**src/rtl/wrr_arbiter_pkg.sv**
```systemverilog
// Shared definitions for the weighted round-robin arbiter.
//   arb_op_t            : per-cycle arbitration decision
//   KEEP / SWITCH / IDLE: decision encodings
//   eff_weight()        : maps a zero weight to 1 so every owner gets at least one grant
package wrr_arbiter_pkg;

  typedef logic [1:0] arb_op_t;

  localparam arb_op_t KEEP   = 2'd0;
  localparam arb_op_t SWITCH = 2'd1;
  localparam arb_op_t IDLE   = 2'd2;

  function automatic int unsigned eff_weight(input int unsigned w);
    return (w == 0) ? 32'd1 : w;
  endfunction

endpackage

```
**src/rtl/wrr_arbiter_if.sv**
```systemverilog
// Request/grant bundle between requesters and the weighted round-robin arbiter.
//   req         : request vector, bit i is requester i
//   weight      : packed per-requester burst weights, field i = [i*CW +: CW]
//   hold        : keep current owner while it still requests
//   grant       : registered one-hot grant (or zero)
//   grant_valid : OR of grant
//   grant_id    : index of the granted requester, sticky when idle
// Modports: master = requester side, slave = arbiter side.
interface wrr_arbiter_if #(
  parameter int N   = 4,
  parameter int CW  = 4,
  parameter int IDW = $clog2(N)
);
  logic [N-1:0]    req;
  logic [N*CW-1:0] weight;
  logic            hold;
  logic [N-1:0]    grant;
  logic            grant_valid;
  logic [IDW-1:0]  grant_id;

  modport master (
    output req, weight, hold,
    input  grant, grant_valid, grant_id
  );

  modport slave (
    input  req, weight, hold,
    output grant, grant_valid, grant_id
  );
endinterface

```
**src/rtl/wrr_rr_pick.sv**
```systemverilog
// Combinational rotating-priority picker.
//   req   : request vector
//   start : index with highest priority; scan runs start, start+1, ... modulo N
//   found : at least one request bit set
//   idx   : first requesting index in scan order (0 when none)
module wrr_rr_pick #(
  parameter int N   = 4,
  parameter int IDW = $clog2(N)
) (
  input  logic [N-1:0]   req,
  input  logic [IDW-1:0] start,
  output logic           found,
  output logic [IDW-1:0] idx
);

  always_comb begin
    found = 1'b0;
    idx   = '0;
    for (int k = 0; k < N; k++) begin
      int j;
      // start is always < N, so a single conditional subtract gives modulo N
      // without relying on a power-of-2 wrap.
      j = int'(start) + k;
      if (j >= N) j = j - N;
      if (!found && req[j]) begin
        found = 1'b1;
        idx   = IDW'(j);
      end
    end
  end

endmodule

```
**src/rtl/wrr_arbiter.sv**
```systemverilog
// Weighted round-robin arbiter with burst credit and packet hold.
//   clk   : rising-edge clock
//   rst_n : asynchronous active-low reset
//   bus   : wrr_arbiter_if.slave (req/weight/hold in, grant/grant_valid/grant_id out)
// Each cycle the current owner is either kept (credit left, or hold while it
// still requests), replaced by the next requester after it in rotating order,
// or the arbiter goes idle. The decision is registered: no comb path req->grant.
module wrr_arbiter
  import wrr_arbiter_pkg::*;
#(
  parameter int N   = 4,
  parameter int CW  = 4,
  parameter int IDW = $clog2(N)
) (
  input  logic          clk,
  input  logic          rst_n,
  wrr_arbiter_if.slave  bus
);

  logic [IDW-1:0] owner_q, owner_nxt;
  logic           owner_vld_q, owner_vld_nxt;
  logic [CW-1:0]  credit_q, credit_nxt;
  logic [N-1:0]   grant_q, grant_nxt;
  logic [IDW-1:0] grant_id_q, grant_id_nxt;

  logic [IDW-1:0] scan_start;
  logic           pick_found;
  logic [IDW-1:0] pick_idx;
  logic [CW-1:0]  pick_weight;
  logic           keep;
  arb_op_t        op;

  // Scan begins one past the owner so the owner itself is tried last.
  assign scan_start = (owner_q == IDW'(N-1)) ? '0 : owner_q + 1'b1;

  wrr_rr_pick #(.N(N), .IDW(IDW)) u_pick (
    .req   (bus.req),
    .start (scan_start),
    .found (pick_found),
    .idx   (pick_idx)
  );

  assign pick_weight = bus.weight[int'(pick_idx)*CW +: CW];

  // Hold overrides exhausted credit, but only while the owner still requests.
  assign keep = owner_vld_q && bus.req[owner_q] && (bus.hold || (credit_q != '0));

  always_comb begin
    if (keep)            op = KEEP;
    else if (pick_found) op = SWITCH;
    else                 op = IDLE;
  end

  always_comb begin
    owner_nxt     = owner_q;
    owner_vld_nxt = owner_vld_q;
    credit_nxt    = credit_q;
    grant_nxt     = '0;
    grant_id_nxt  = grant_id_q;
    case (op)
      KEEP: begin
        // Saturate at zero: under hold the owner may run past its weight.
        if (credit_q != '0) credit_nxt = credit_q - 1'b1;
        grant_nxt[owner_q] = 1'b1;
        grant_id_nxt       = owner_q;
      end
      SWITCH: begin
        owner_nxt           = pick_idx;
        owner_vld_nxt       = 1'b1;
        credit_nxt          = CW'(eff_weight(32'(pick_weight)) - 32'd1);
        grant_nxt[pick_idx] = 1'b1;
        grant_id_nxt        = pick_idx;
      end
      default: begin
        // Owner index is kept as the round-robin pointer; grant_id stays sticky.
        owner_vld_nxt = 1'b0;
      end
    endcase
  end

  always_ff @(posedge clk or negedge rst_n) begin
    if (!rst_n) begin
      owner_q     <= IDW'(N-1);
      owner_vld_q <= 1'b0;
      credit_q    <= '0;
      grant_q     <= '0;
      grant_id_q  <= '0;
    end else begin
      owner_q     <= owner_nxt;
      owner_vld_q <= owner_vld_nxt;
      credit_q    <= credit_nxt;
      grant_q     <= grant_nxt;
      grant_id_q  <= grant_id_nxt;
    end
  end

  assign bus.grant       = grant_q;
  assign bus.grant_valid = |grant_q;
  assign bus.grant_id    = grant_id_q;

endmodule

```
**src/flat_wrapper.sv**
```systemverilog
// flat-port wrapper written by rule: the top's interface ports become plain ports
module wrr_arbiter_flat import wrr_arbiter_pkg::*;
#(
  parameter int N   = 4,
  parameter int CW  = 4,
  parameter int IDW = $clog2(N)
)
  (clk, rst_n, bus_req, bus_weight, bus_hold, bus_grant, bus_grant_valid, bus_grant_id);
  wrr_arbiter_if #(.N(N), .CW(CW), .IDW(IDW)) bus_i ();
  input  logic clk;
  input  logic rst_n;
  input wire logic [$bits(bus_i.req)-1:0] bus_req;
  input wire logic [$bits(bus_i.weight)-1:0] bus_weight;
  input wire logic [$bits(bus_i.hold)-1:0] bus_hold;
  output wire logic [$bits(bus_i.grant)-1:0] bus_grant;
  output wire logic [$bits(bus_i.grant_valid)-1:0] bus_grant_valid;
  output wire logic [$bits(bus_i.grant_id)-1:0] bus_grant_id;
  assign bus_i.req = bus_req;
  assign bus_i.weight = bus_weight;
  assign bus_i.hold = bus_hold;
  assign bus_grant = bus_i.grant;
  assign bus_grant_valid = bus_i.grant_valid;
  assign bus_grant_id = bus_i.grant_id;
  wrr_arbiter #(.N(N), .CW(CW), .IDW(IDW)) u_core (.clk(clk), .rst_n(rst_n), .bus(bus_i));
endmodule
```
**config.mk**
```make
export PLATFORM = sky130hd
export DESIGN_NAME = wrr_arbiter_flat
export DESIGN_NICKNAME = d
export VERILOG_FILES = /design/src/rtl/wrr_arbiter_pkg.sv /design/src/rtl/wrr_arbiter_if.sv /design/src/rtl/wrr_rr_pick.sv /design/src/rtl/wrr_arbiter.sv /design/src/flat_wrapper.sv
export SDC_FILE = /design/constraint.sdc
export NUM_CORES = 1
export LEC_CHECK = 0
export BUFFER_PORTS_ARGS = -buffer_cell sky130_fd_sc_hd__buf_2
export CAP_MARGIN = 10
export CORE_ASPECT_RATIO = 0.9
export CORE_MARGIN = 3
export CORE_UTILIZATION = 30
export DETAILED_ROUTE_END_ITERATION = 10
export GPL_TIMING_DRIVEN = 1
export SLEW_MARGIN = 20
export SYNTH_ARGS = -nofsm -noshare
export SYNTH_HDL_FRONTEND = slang
export SYNTH_HIERARCHICAL = 1
export SYNTH_SLANG_ARGS = --single-unit
export TNS_END_PERCENT = 50
```
**constraint.sdc**
```tcl
create_clock -name clk -period 4.15 [get_ports clk]
set_input_delay 0.83 -clock clk [delete_from_list [all_inputs] [get_ports clk]]
set_output_delay 0.83 -clock clk [all_outputs]
set_load 0.05 [all_outputs]
```
==> results.py <==
metrics = {
    "status": {
        "outcome": "finished clean",
    },
    "critical_path": {
        "cp.required_ps": 4320,
        "path_max_fanout": 9,
        "cpMostUsedCell": "ha_1",
        "cpMaxStageDelayCell": "dfstp_2",
        "path_buf_inv": 2,
        "path_class": "reg -> reg",
        "end_kind": "register",
        "start_kind": "register",
        "cp.arrival_ps": 3770,
        "slowest_delay_ps": 640,
        "crit_chain": "inv_1 -> ha_1 -> a221o_1 -> a21oi_1 -> buf_4 -> mux4_2 -> or2_1 -> o21bai_2 -> mux2i_2 -> ha_1 -> xnor2_1 -> o22ai_1 -> a21o_1",
        "critPathTopFamily": "compound AO/OA/AOI/OAI gates",
    },
    "placed_design": {
        "dp_hpwl_mm": 1.71,
        "gp_congestion": 0.799,
        "place_inst": 157,
        "io_buffers": 29,
    },
    "clock_network": {
        "cts_buffers": 3,
        "clockBufferDepth": 2,
        "cts_sinks": 13,
        "post-cts-setup-buffers": 0,
        "cts_tree": "done",
        "cts_resized": 0,
        "cts-root-buf": "clkbuf_4",
        "cts_max_level": 1,
        "clk_latency_ps": 280,
        "clkTransAtPathRegs_ps": 90,
        "cts_hold_buf": 0,
    },
    "final_layout": {
        "fillerInstances": 288,
        "diodes": 0,
        "layout-drive-gt1-share": 0.446,
        "area_growth_pct": 21.8,
        "multiInputGateArea_um2": 569,
        "layout.nets": 150,
        "final_cell_count_no_fill": 161,
        "area.sequential_um2": 328,
    },
    "global_route": {
        "antenna_found_initial": 0,
        "grt_first_pass_wirelength_mm": 3.63,
        "grt_most_used_layer": "met2",
        "grt_use_met2": 0.181,
        "use_met1": 0.166,
        "grt.total_usage": 0.124,
        "grt_util_met3": 0.0301,
        "grt_max_degree": 19,
        "first_global_vias": 781,
        "grt_overflow": 0,
    },
    "pwr": {
        "p_leak_nw": 0.559,
        "p_total_mw": 1.07,
        "irDropWorstVdd_uv": 325,
        "p_per_area_nw_per_um2": 910,
    },
    "yosys": {
        "synth_edf_count": 0,
        "synth_area_leaders": "dfrtp_1, mux4_2, ha_1",
        "ys_types": 41,
        "ys.flop_type": "dfrtp_1",
        "synth_top_area_frac": 0.285,
        "synth_top_cell_by_area": "dfrtp_1",
        "synth_cells": 90,
        "syn_area_um2": 966,
        "ys_ff_latch": 13,
        "syn_avg_cell_area_um2": 10.7,
        "ys_async_sr_fraction": 1.00,
        "syn_nets": 118,
        "seq_area_frac_synth": 0.339,
        "yosys_warnings": 6,
    },
    "die": {
        "coreArea_um2": 2910,
        "die_w_um": 65.8,
        "fp.dieArea_um2": 3940,
        "io_pins": 30,
        "die_height_um": 59.8,
        "rows": 18,
        "start_util": 0.332,
    },
    "routing": {
        "drc": 0,
        "wl_mm": 2.14,
        "routedWlPerCell_um": 13.3,
        "num_vias": 825,
        "ant_nets": 0,
        "first_pass_iters": 4,
        "detail_route.vias_per_cell": 5.12,
        "drt-initial-drc-count": 22,
    },
    "timing": {
        "slew-limit-headroom": 0.637,
        "rsz0062_at_grt": "no",
        "setup_tns_ps": 0,
        "finalHoldViolCount": 0,
        "worst_pin_slew_ps": 541,
        "slew_viol_final": 0,
        "fmax_mhz": 278,
        "skew_ps": 9.04,
        "whs_ps": 419,
        "min_period_ps": 3600,
        "fin_crit_sh": 0.867,
        "setup_viol": 0,
    },
    "min_path": {
        "hold_path.class": "in -> async",
    },
    "run": {
        "max-cap-violations": 0,
    },
}
[routing by layer]
metal | routed length, µm | vias up | part of all wire
met5 | 0 | - | 0
met4 | 27 | 0 | 0.013
met3 | 153 | 2 | 0.071
met2 | 964 | 34 | 0.45
met1 | 996 | 397 | 0.47
li1 | - | 392 | -
[state kept, by name, summed over array words and instances (netlist names)]
name                 count
u_core/owner_q           2
u_core/owner_vld_q       1
u_core/bus.grant         4
u_core/credit_q          4
u_core/bus.grant_id      2
[where the power goes]
part           internal, mW  switching (mW)  leakage [nW]  total (mW)
Clock                0.0357          0.0438        0.0177      0.0795
Sequential            0.197          0.0554         0.152       0.252
Combinational         0.320           0.418         0.389       0.739
[layout make-up]
cell class                 count  share of cell area
clock buffer                   3              0.0191
clock inverter                 1             0.00426
inverter                      11              0.0351
multi-input combinational     62               0.484
sequential                    13               0.279
tap                           40              0.0426
timing repair buffer          31               0.136
[worst reg2reg max path: stages, from the launching register on]
cell and delay [ps]:
dfstp_2 640, inv_1 90, ha_1 360, a221o_1 280, a21oi_1 150, buf_4 190, mux4_2 560, or2_1 260
o21bai_2 130, mux2i_2 110, ha_1 230, xnor2_1 200, o22ai_1 110, a21o_1 180
[through the flow]
stage                     utilization  cell area (µm²)  worst slack [ps]
after floorplan                     -              966               929
after global placement          0.395             1150               717
after detailed placement        0.395             1150               618
after CTS                       0.405             1180               605
after global routing            0.405             1180               419
final                           0.405             1180               552
[worst paths after layout]
| path | startpoint | endpoint | slack, ps | depth (start not counted) |
|---|---|---|---|---|
| max | u_core/owner_q[0] | u_core/credit_q[2] | 550 | 13 |
| min | rst_n | u_core/bus.grant[2] | 420 | 1 |
| max reg2reg | u_core/owner_q[0] | u_core/credit_q[2] | 550 | 13 |
| min reg2reg | u_core/credit_q[2] | u_core/credit_q[2] | 560 | 1 |
| max in group asynchronous | rst_n | u_core/owner_q[1] | 3450 | 1 |
| min in group clk | u_core/credit_q[2] | u_core/credit_q[2] | 560 | 1 |
[cell usage after synthesis (all sizes together), types with 2 or more instances]
library cell  instances
dfstp                 2
buf                   3
nand2                 2
ha                    5
mux4                  5
mux2i                 4
nor2                  8
o21ai                 5
dfrtp                11
mux2                  5
or4                   2
o211ai                2
nand2b                3
a21oi                 5
inv                  11
[cell usage in the layout, fill, tap and decap left out, types with 2 or more instances in the layout]
cell,Yosys,final
a21oi_1,5,5
buf_2,1,29
buf_4,1,2
clkbuf_4,0,3
dfrtp_1,11,11
dfstp_2,2,2
ha_1,5,5
inv_1,10,10
mux2_2,4,4
mux2i_1,3,3
mux4_2,5,5
nand2b_1,2,2
nor2_1,8,8
o21ai_0,5,5
[cell families after synthesis]
| logic type | share of synthesized area |
|---|---|
| AO/OA/AOI/OAI | 0.158 |
| adder cells (fa/ha/maj) | 0.0648 |
| AND/OR/NAND/NOR | 0.137 |
| XOR/XNOR | 0.00907 |
| flip-flops | 0.339 |
| multiplexers | 0.220 |
| buffers and inverters | 0.0712 |
No activity file was read; power rests on OpenSTA's default activity.
